**src/rtl/llc_mem_req_buf.sv**
```systemverilog
// llc_mem_req_buf: in-order request buffer between the LLC and memory.
// Requests are held in a circular buffer. Reads issued to memory are
// counted, and a read at the head is held back while the outstanding-read
// limit is reached. Writes queued behind that read wait as well, so
// requests always leave in the order they arrived.
module llc_mem_req_buf #(
    parameter  int DEPTH  = 4,
    parameter  int MAX_RD = 2,
    parameter  int ADDR_W = 28,
    parameter  int LINE_W = 128,
    localparam int PTR_W  = $clog2(DEPTH),
    localparam int CNT_W  = PTR_W + 1,
    localparam int RD_W   = $clog2(MAX_RD) + 1
) (
    input  logic              clk,
    input  logic              rst,
    input  logic              in_valid,
    output logic              in_ready,
    input  logic              in_hwrite,
    input  logic [2:0]        in_hsize,
    input  logic [1:0]        in_hprot,
    input  logic [ADDR_W-1:0] in_addr,
    input  logic [LINE_W-1:0] in_line,
    output logic              out_valid,
    input  logic              out_ready,
    output logic              out_hwrite,
    output logic [2:0]        out_hsize,
    output logic [1:0]        out_hprot,
    output logic [ADDR_W-1:0] out_addr,
    output logic [LINE_W-1:0] out_line,
    input  logic              rsp_done,
    output logic [CNT_W-1:0]  count,
    output logic [RD_W-1:0]   rd_outstanding,
    output logic              err_underflow
);

    logic              mem_hwrite [DEPTH];
    logic [2:0]        mem_hsize  [DEPTH];
    logic [1:0]        mem_hprot  [DEPTH];
    logic [ADDR_W-1:0] mem_addr   [DEPTH];
    logic [LINE_W-1:0] mem_line   [DEPTH];

    logic [PTR_W-1:0] wr_ptr;
    logic [PTR_W-1:0] rd_ptr;
    logic             push;
    logic             pop;
    logic             rd_pop;

    assign in_ready   = (count < CNT_W'(DEPTH));
    assign out_hwrite = mem_hwrite[rd_ptr];
    assign out_hsize  = mem_hsize[rd_ptr];
    assign out_hprot  = mem_hprot[rd_ptr];
    assign out_addr   = mem_addr[rd_ptr];
    assign out_line   = mem_line[rd_ptr];

    // The read gate looks only at the head entry, which keeps issue strictly in order.
    assign out_valid = (count != '0) & (out_hwrite | (rd_outstanding < RD_W'(MAX_RD)));

    assign push   = in_valid & in_ready;
    assign pop    = out_valid & out_ready;
    assign rd_pop = pop & ~out_hwrite;

    // Entry storage is not reset; the payload is only meaningful while out_valid is high.
    always_ff @(posedge clk) begin
        if (push) begin
            mem_hwrite[wr_ptr] <= in_hwrite;
            mem_hsize[wr_ptr]  <= in_hsize;
            mem_hprot[wr_ptr]  <= in_hprot;
            mem_addr[wr_ptr]   <= in_addr;
            mem_line[wr_ptr]   <= in_line;
        end
    end

    // Pointers wrap naturally at DEPTH because DEPTH is a power of two.
    always_ff @(posedge clk or posedge rst) begin
        if (rst) begin
            wr_ptr <= '0;
            rd_ptr <= '0;
            count  <= '0;
        end else begin
            if (push) wr_ptr <= wr_ptr + PTR_W'(1);
            if (pop)  rd_ptr <= rd_ptr + PTR_W'(1);
            case ({push, pop})
                2'b10:   count <= count + CNT_W'(1);
                2'b01:   count <= count - CNT_W'(1);
                default: count <= count;
            endcase
        end
    end

    // Outstanding-read credit; a response with nothing outstanding is flagged, never wrapped.
    always_ff @(posedge clk or posedge rst) begin
        if (rst) begin
            rd_outstanding <= '0;
            err_underflow  <= 1'b0;
        end else begin
            case ({rd_pop, rsp_done})
                2'b10: rd_outstanding <= rd_outstanding + RD_W'(1);
                2'b01: begin
                    if (rd_outstanding == '0) err_underflow  <= 1'b1;
                    else                      rd_outstanding <= rd_outstanding - RD_W'(1);
                end
                default: rd_outstanding <= rd_outstanding;
            endcase
        end
    end

endmodule

```
**config.mk**
```make
export PLATFORM = sky130hd
export DESIGN_NAME = llc_mem_req_buf
export DESIGN_NICKNAME = d
export VERILOG_FILES = /design/src/rtl/llc_mem_req_buf.sv
export SDC_FILE = /design/constraint.sdc
export NUM_CORES = 1
export LEC_CHECK = 0
export ABC_AREA = 1
export CAP_MARGIN = 10
export CELL_PAD_IN_SITES_DETAIL_PLACEMENT = 1
export CELL_PAD_IN_SITES_GLOBAL_PLACEMENT = 2
export CORE_ASPECT_RATIO = 0.9
export CORE_UTILIZATION = 42
export DETAILED_ROUTE_END_ITERATION = 10
export PLACE_DENSITY_LB_ADDON = 0.25
export SYNTH_ARGS = -nofsm -noshare
export SYNTH_HDL_FRONTEND = slang
export SYNTH_SLANG_ARGS = --single-unit
```
**constraint.sdc**
```tcl
create_clock -name clk -period 11.9 [get_ports clk]
set_input_delay 3.57 -clock clk [delete_from_list [all_inputs] [get_ports clk]]
set_output_delay 3.57 -clock clk [all_outputs]
set_load 0.05 [all_outputs]
```
==> results by group, run 1 <==
Power
  • Internal power: 5.30 mW
  • Clock power share: 22.7%
  • Maximum resistive drop on vdd: 0.207 mV
  • P_leak: between 9 and 10 nW
  • Comb power frac: 44.6%
  • P_sw: 3.98 mW
  • P per Cell Area: 302 nW/um^2
  • Tot Pwr: 9.28 mW
  • Reg power frac: 32.7%
  • Sw frac: 42.9%

STA
  • Hold Vio Cnt, Final: 0
  • Crit path time final: a little under 8000 ps
  • RSZ-0062 raised after global routing: no
  • Final Skew: approximately 29 ps
  • Period Utilization, post-route: 65.8%
  • Slew Viols, Final: 0
  • Slew margin rel.: 28.5%
  • Max Fclk: 128 MHz
  • Setup Viol. Count Final: 0
  • Worst slew pin tran: around 1100 ps
  • Sum Neg Setup Slack: 0 ps

Placed design
  • Cell Area, Placed: 28500 sq um
  • Routability cong.: approximately 0.74
  • Dpl hpwl: 34400 um
  • I/O Buffers: 336

Global route
  • Antenna violations before repair: 5
  • Number of global-route vias before repair: between 15000 and 20000
  • All-Layer GR Usage: 21.0%
  • Largest net degree at the start of global routing: between 150 and 200
  • GR Overflow Total: 0
  • First-pass GRT wire length: 93900 um

Synthesis
  • Number of flops mapped to enable cells by yosys: between 600 and 700
  • Syn_nets: ~1800
  • Yosys reg bits: 658
  • Most frequent cells after synthesis: 648 x edfxtp_1, 330 x nor2_1, 322 x o21ai_0
  • Synthesized area per cell: 14.9 sq um
  • Yosys warns: 0
  • Async SR Flop Fraction: 1.52%
  • Synth top area share: between 70% and 80%
  • Syn Inst Count: 1638
  • Unique masters post-synth: 27
  • Synth Flop Type: edfxtp_1
  • Top-count cell post-synth: edfxtp_1
  • Top post-synthesis cells by area: edfxtp_1 79%, o21ai_0 6.6%, nor2_1 5.1%
  • Post-synth top area cell: edfxtp_1
  • Register area share after synthesis: between 80% and 90%
  • Post-Syn Area: approximately 24000 sq um

Clock network
  • Clock Sinks: roughly 660
  • Post-CTS Setup Repair Bufs: 0
  • # resized after CTS: 0
  • Worst-Skew Late Latency: 600 ps
  • Inserted Clock Buffers: 69
  • Clock transition at path regs: 60 ps
  • Clk buf depth: 3
  • Hold Buf Count CTS: 0
  • CTS H-tree lvls: 3
  • Clk root buf: clkbuf_16
  • CTS tree: done

Critical path
  • Worst R2R Start: rd_ptr[1]
  • Flop2flop setup slack: 8410 ps
  • R2R Path End: count[1]
  • Critical Path End Type: output port
  • Startpoint type of the worst setup path: register
  • CP Capture Point: out_line[52]
  • CP Class: reg -> out
  • Worst EP arrival: ~4300 ps
  • Worst Setup SP: rd_ptr[0]
  • FF-to-FF path depth: 11
  • CP required: 8330 ps
  • Worst-path maximum fanout: 164

Die
  • Die X-Extent: 256 um
  • Core Box Area: 57300 sq um
  • DIE HEIGHT: 231 um
  • Initial cell density of the core: 42.7%
  • Row count: 83
  • Ports: 337
  • Die area: between 50000 and 60000 sq um

Routing
  • WL/cell: 22.5 um
  • DR pass1 iterations: 4
  • WL final: 62400 um
  • Remaining DRCs: 0
  • Via density: 5.34
  • Antenna viol nets, final: 0
  • 1st-iter DRT viols: 724
  • Vias post-DR: 14800

Final layout
  • Nets: 2128
  • Number of fill cells: roughly 5600
  • Cell area after layout: 30700 sq um
  • Reg area: 19700 sq um
  • Area delta synth->final: 25.5%
  • Multi-input logic area: approximately 4200 sq um
  • Share of layout cells above drive strength 1: roughly 6.4%

Flow run
  • Max-cap viol count: 0

Run status
  • Run status: completed

Worst hold path
  • Hold Path Class: reg -> reg
[sequential cells by signal, indices dropped and copies added (netlist names)]
name and count:
count 3, err_underflow 1, mem_addr 112, mem_hprot 8, mem_hsize 12, mem_hwrite 4
mem_line 512, rd_outstanding 2, rd_ptr 2, wr_ptr 2
[cells by family (layout without fill, tap and decap cells)]
family	Yosys count	count (layout)	synth area share (%)
other	0	2	0
buffers and inverters	127	495	2.46
flip-flops	658	658	80.5
AO/OA/AOI/OAI	489	489	10.8
AND/OR/NAND/NOR	353	353	5.69
adder cells (fa/ha/maj)	6	6	0.337
XOR/XNOR	5	5	0.179
[layout make-up]
type	instances	area share [%]
Clock inverter	37	1.11
Timing Repair Buffer	353	11.5
Clock buffer	85	6.09
Antenna cell	2	0.0163
Inverter	20	0.277
Multi-Input combinational cell	853	13.7
Tap cell	765	3.12
Sequential cell	658	64.2
[cell usage in the layout (no fill, tap or decap), drive strengths merged]
cell | netlist | final
o21ai | 324 | 324
o22ai | 161 | 161
bufinv | 0 | 6
edfxtp | 648 | 648
dfrtp | 10 | 10
nand2 | 15 | 15
ha | 5 | 5
buf | 55 | 17
nand3 | 6 | 6
clkdlybuf4s50 | 0 | 336
o21bai | 1 | 1
diode | 0 | 2
xnor2 | 1 | 1
nand4 | 1 | 1
a21oi | 3 | 3
xor2 | 4 | 4
nor2 | 331 | 331
fa | 1 | 1
clkbuf | 52 | 85
clkinv | 1 | 30
inv | 19 | 21
[critical path, cell delays in order, from the launching register on]
cell             delay (ps)
dfrtp_4                 760
inv_8                   660
buf_12                  490
o21ai_0                 220
o22ai_1                 240
clkdlybuf4s50_1         870
[metrics by stage]
step / std cells / utilization [%] / setup WS [ps] / hold slack [ps]
global placement: 2649 / 49.7 / 4770 / 485
CTS: 2771 / 53.6 / 4010 / 486
global route: 2773 / 53.6 / 3860 / 522
finish: 2773 / 53.6 / 4070 / 495
detailed placement: 2649 / 49.7 / 4690 / 470
floorplan: 1638 / - / 698 / 557
[power groups by stage]
| stage | registers [mW] | clock network [mW] | logic (mW) |
|---|---|---|---|
| finish | 3.03 | 2.11 | 4.14 |
| global route | 3.06 | 2.24 | 4.39 |
| CTS | 3.04 | 2.16 | 4.20 |
| detailed placement | 3.08 | 0 | 4.18 |
| global placement | 3.07 | 0 | 4.13 |
| floorplan | 3.10 | 0 | 2.75 |
[per-layer routing]
| layer | GRT usage (%) | up-vias | share of wire (%) |
|---|---|---|---|
| li1 | - | 6822 | - |
| met1 | 25.6 | 7614 | 41 |
| met2 | 36.7 | 281 | 51 |
| met3 | 4.93 | 97 | 5.1 |
| met4 | 7.18 | 6 | 2.6 |
| met5 | 0 | - | 0.055 |
[worst min path at each step]
stage / start / endpoint / slack, ps / cells after the start
2_1_floorplan: wr_ptr[1] / wr_ptr[1] / 560 / 2
3_3_place_gp: err_underflow / err_underflow / 480 / 1
3_5_place_dp: err_underflow / err_underflow / 470 / 1
4_1_cts: err_underflow / err_underflow / 490 / 1
5_1_grt: err_underflow / err_underflow / 520 / 1
6_report: err_underflow / err_underflow / 500 / 1
Power figures use the tool's default switching activity.
==> inputs of run 2 (changes only) <==
Settings changed: CORE_UTILIZATION 42 to 35.
Clock period 11.9 ns to 6.4 ns, I/O delays scaled along.
==> results by group, run 2 (same netlist as run 1, synthesis figures left out) <==
Final layout
  • Most frequent cells in the layout: 648 x edfxtp_1, 336 x clkdlybuf4s50_1, 326 x nor2_1 (unchanged)
  • Most flops, register: mem_line (unchanged)
  • Number of fill cells: 6847 (was 5566)
  • Most common cell after layout, fill and taps aside: edfxtp_1 (unchanged)
  • Max reg flops: 512 (unchanged)
  • Share of layout cells above drive strength 1: 6.78% (was 6.38%)
  • Nets: 2141 (was 2128)
  • Biggest regs: mem_line x512, mem_addr x112, mem_hsize x12 (unchanged)
  • Cell area after layout: 31000 sq um (was 30700 sq um)
  • Area delta synth->final: 26.7% (was 25.5%)

Critical path
  • Crit path max-delay cell type: clkdlybuf4s50_1 (unchanged)
  • Critical Path End Type: output port (unchanged)
  • Worst R2R Start: rd_ptr[1] (unchanged)
  • Worst EP arrival: 3430 ps (was 4260 ps)
  • Startpoint type of the worst setup path: register (unchanged)
  • CP Class: reg -> out (unchanged)
  • Slowest cell delay on critical path: 880 ps (was 870 ps)
  • CP required: 4480 ps (was 8330 ps)
  • FF-to-FF path depth: 11 (unchanged)
  • Worst Setup SP: rd_ptr[0] (unchanged)
  • Worst path cell trace: inv_8, buf_12, o21ai_0, o22ai_1, clkdlybuf4s50_1 (unchanged)
  • Worst-path maximum fanout: 111 (was 164)

STA
  • Final Skew: 16.0 ps (was 29.0 ps)
  • RSZ-0062 raised after global routing: no (unchanged)
  • Sum Neg Setup Slack: 0 ps (unchanged)
  • Setup Viol. Count Final: 0 (unchanged)
  • Hold Vio Cnt, Final: 0 (unchanged)
  • Final worst slack: 1050 ps (was 4070 ps)
  • Crit path time final: 5350 ps
  • Max Fclk: 187 MHz
  • Slew Viols, Final: 0 (unchanged)
  • Period Utilization, post-route: a little over four fifths
  • Slew margin rel.: 30.6% (was 28.5%)
  • Worst slew pin tran: 1040 ps (was 1070 ps)

Clock network
  • Clk root buf: clkbuf_16 (unchanged)
  • Hold Buf Count CTS: 0 (unchanged)
  • Worst-Skew Late Latency: 600 ps (about the same)
  • CTS H-tree lvls: 3 (unchanged)
  • CTS tree: done (unchanged)
  • Inserted Clock Buffers: 72 (was 69)
  • Clock transition at path regs: 60 ps (about the same)
  • Clock Sinks: 658 (unchanged)
  • Clk buf depth: 3 (unchanged)
  • # resized after CTS: 0 (unchanged)
  • Post-CTS Setup Repair Bufs: 0 (unchanged)

Routing
  • WL/cell: 22.0 um (was 22.5 um)
  • DR pass1 iterations: 4 (unchanged)
  • WL final: 65000 um (was 62400 um)
  • Remaining DRCs: 0 (unchanged)
  • Vias post-DR: 14900 (was 14800)
  • Antenna viol nets, final: 0 (unchanged)
  • Via density: 5.03 (was 5.34)
  • 1st-iter DRT viols: 702 (was 724)

Worst hold path
  • Worst Hold Launch: err_underflow (unchanged)
  • Hold Path Class: reg -> reg (unchanged)
  • Worst hold path cell count: 1 (unchanged)

Die
  • Initial cell density of the core: 35.5% (was 42.7%)
  • DIE HEIGHT: 253 um (was 231 um)
  • Core Box Area: 68900 sq um (was 57300 sq um)
  • Die X-Extent: 281 um (was 256 um)
  • Die area: 71000 sq um (was 59300 sq um)
  • Ports: 337 (unchanged)
  • Row count: 91 (was 83)

Power
  • P per Cell Area: 556 nW/um^2 (was 302 nW/um^2)
  • Maximum resistive drop on vdd: 0.394 mV (was 0.207 mV)
  • P_leak: 9.96 nW (was 9.93 nW)

Flow run
  • Max-cap viol count: 0 (unchanged)

Placed design
  • I/O Buffers: 336 (unchanged)
  • Cell Area, Placed: 28900 sq um (was 28500 sq um)
  • Pre-CTS setup slack: 1670 ps (was 4690 ps)
  • Routability cong.: 0.713 (was 0.737)
  • Dpl hpwl: 36600 um (was 34400 um)

Global route
  • All-Layer GR Usage: 18.1% (was 21.0%)
  • First-pass GRT wire length: 97100 um (was 93900 um)
  • GR Overflow Total: 0 (unchanged)
  • Antenna violations before repair: 11 (was 5)
  • Number of global-route vias before repair: 15800 (was 15700)
  • Largest net degree at the start of global routing: 167 (was 173)

Run status
  • Run status: completed (unchanged)
-- run 2: cell count changes in the layout (fill, tap and decap cells not counted), moves of 2 or more --
| cell | before | now |
|---|---|---|
| bufinv_16 | 6 | 1 |
| diode_2 | 2 | 7 |
| clkinv_2 | 12 | 14 |
| clkinv_8 | 2 | 0 |
| inv_6 | 1 | 4 |
| clkbuf_1 | 12 | 18 |
| buf_12 | 4 | 13 |
-- run 2: path summary, 6_finish.rpt --
path                                           to  slack, ps
min in group asynchronous       rd_outstanding[0]       1680
worst min register to register      err_underflow        480
max in group asynchronous               rd_ptr[0]       4320
worst max register to register           count[1]       3650
worst max-delay path                out_line[113]       1050
worst min-delay path                err_underflow        480
-- run 2: worst max-delay path: cells and delay by family, from the launching register on --
kind                   cells  cell delay (ps)
flip-flops                 1              530
AO/OA/AOI/OAI              2              420
buffers and inverters      3             1740
-- run 2: power by group --
group / total (mW) / internal [mW] / leakage (nW) / switching (mW)
clock: 3.77 / 2.13 / 1.03 / 1.64
combinational: 7.95 / 2.24 / 2.93 / 5.71
sequential: 5.54 / 5.38 / 6.00 / 0.156
total: 17.3 / 9.75 / 9.96 / 7.51
-- run 2: area by class of cell --
type | instances | area (sq um) | share of cell area (%)
multi-input cells | 853 | 4200 | 13.5
clock inverters | 37 | 206 | 0.666
diodes | 7 | 17.5 | 0.0565
flip-flops and latches | 658 | 19700 | 63.6
clock buffers | 91 | 1890 | 6.11
well taps | 930 | 1160 | 3.75
inverters | 20 | 85.1 | 0.274
repair buffers | 363 | 3730 | 12.0
-- run 2: layer usage --
layer	vias up	global-route usage, %	part of all wire [%]
li1	6856	-	-
met1	7650	22.8	43
met2	261	31.0	51
met3	102	3.77	3.9
met4	10	6.18	2.4
met5	-	0	0.088
-- run 2: through the flow --
step           util (%)  std cells  total power [mW]  hold WS [ps]
2_1_floorplan         -       1638              10.8           557
3_3_place_gp       41.9       2824              13.6           462
3_5_place_dp       41.9       2824              13.7           467
4_1_cts            45.0       2952              17.5           483
5_1_grt            45.0       2958              18.0           503
6_report           45.0       2959              17.3           484
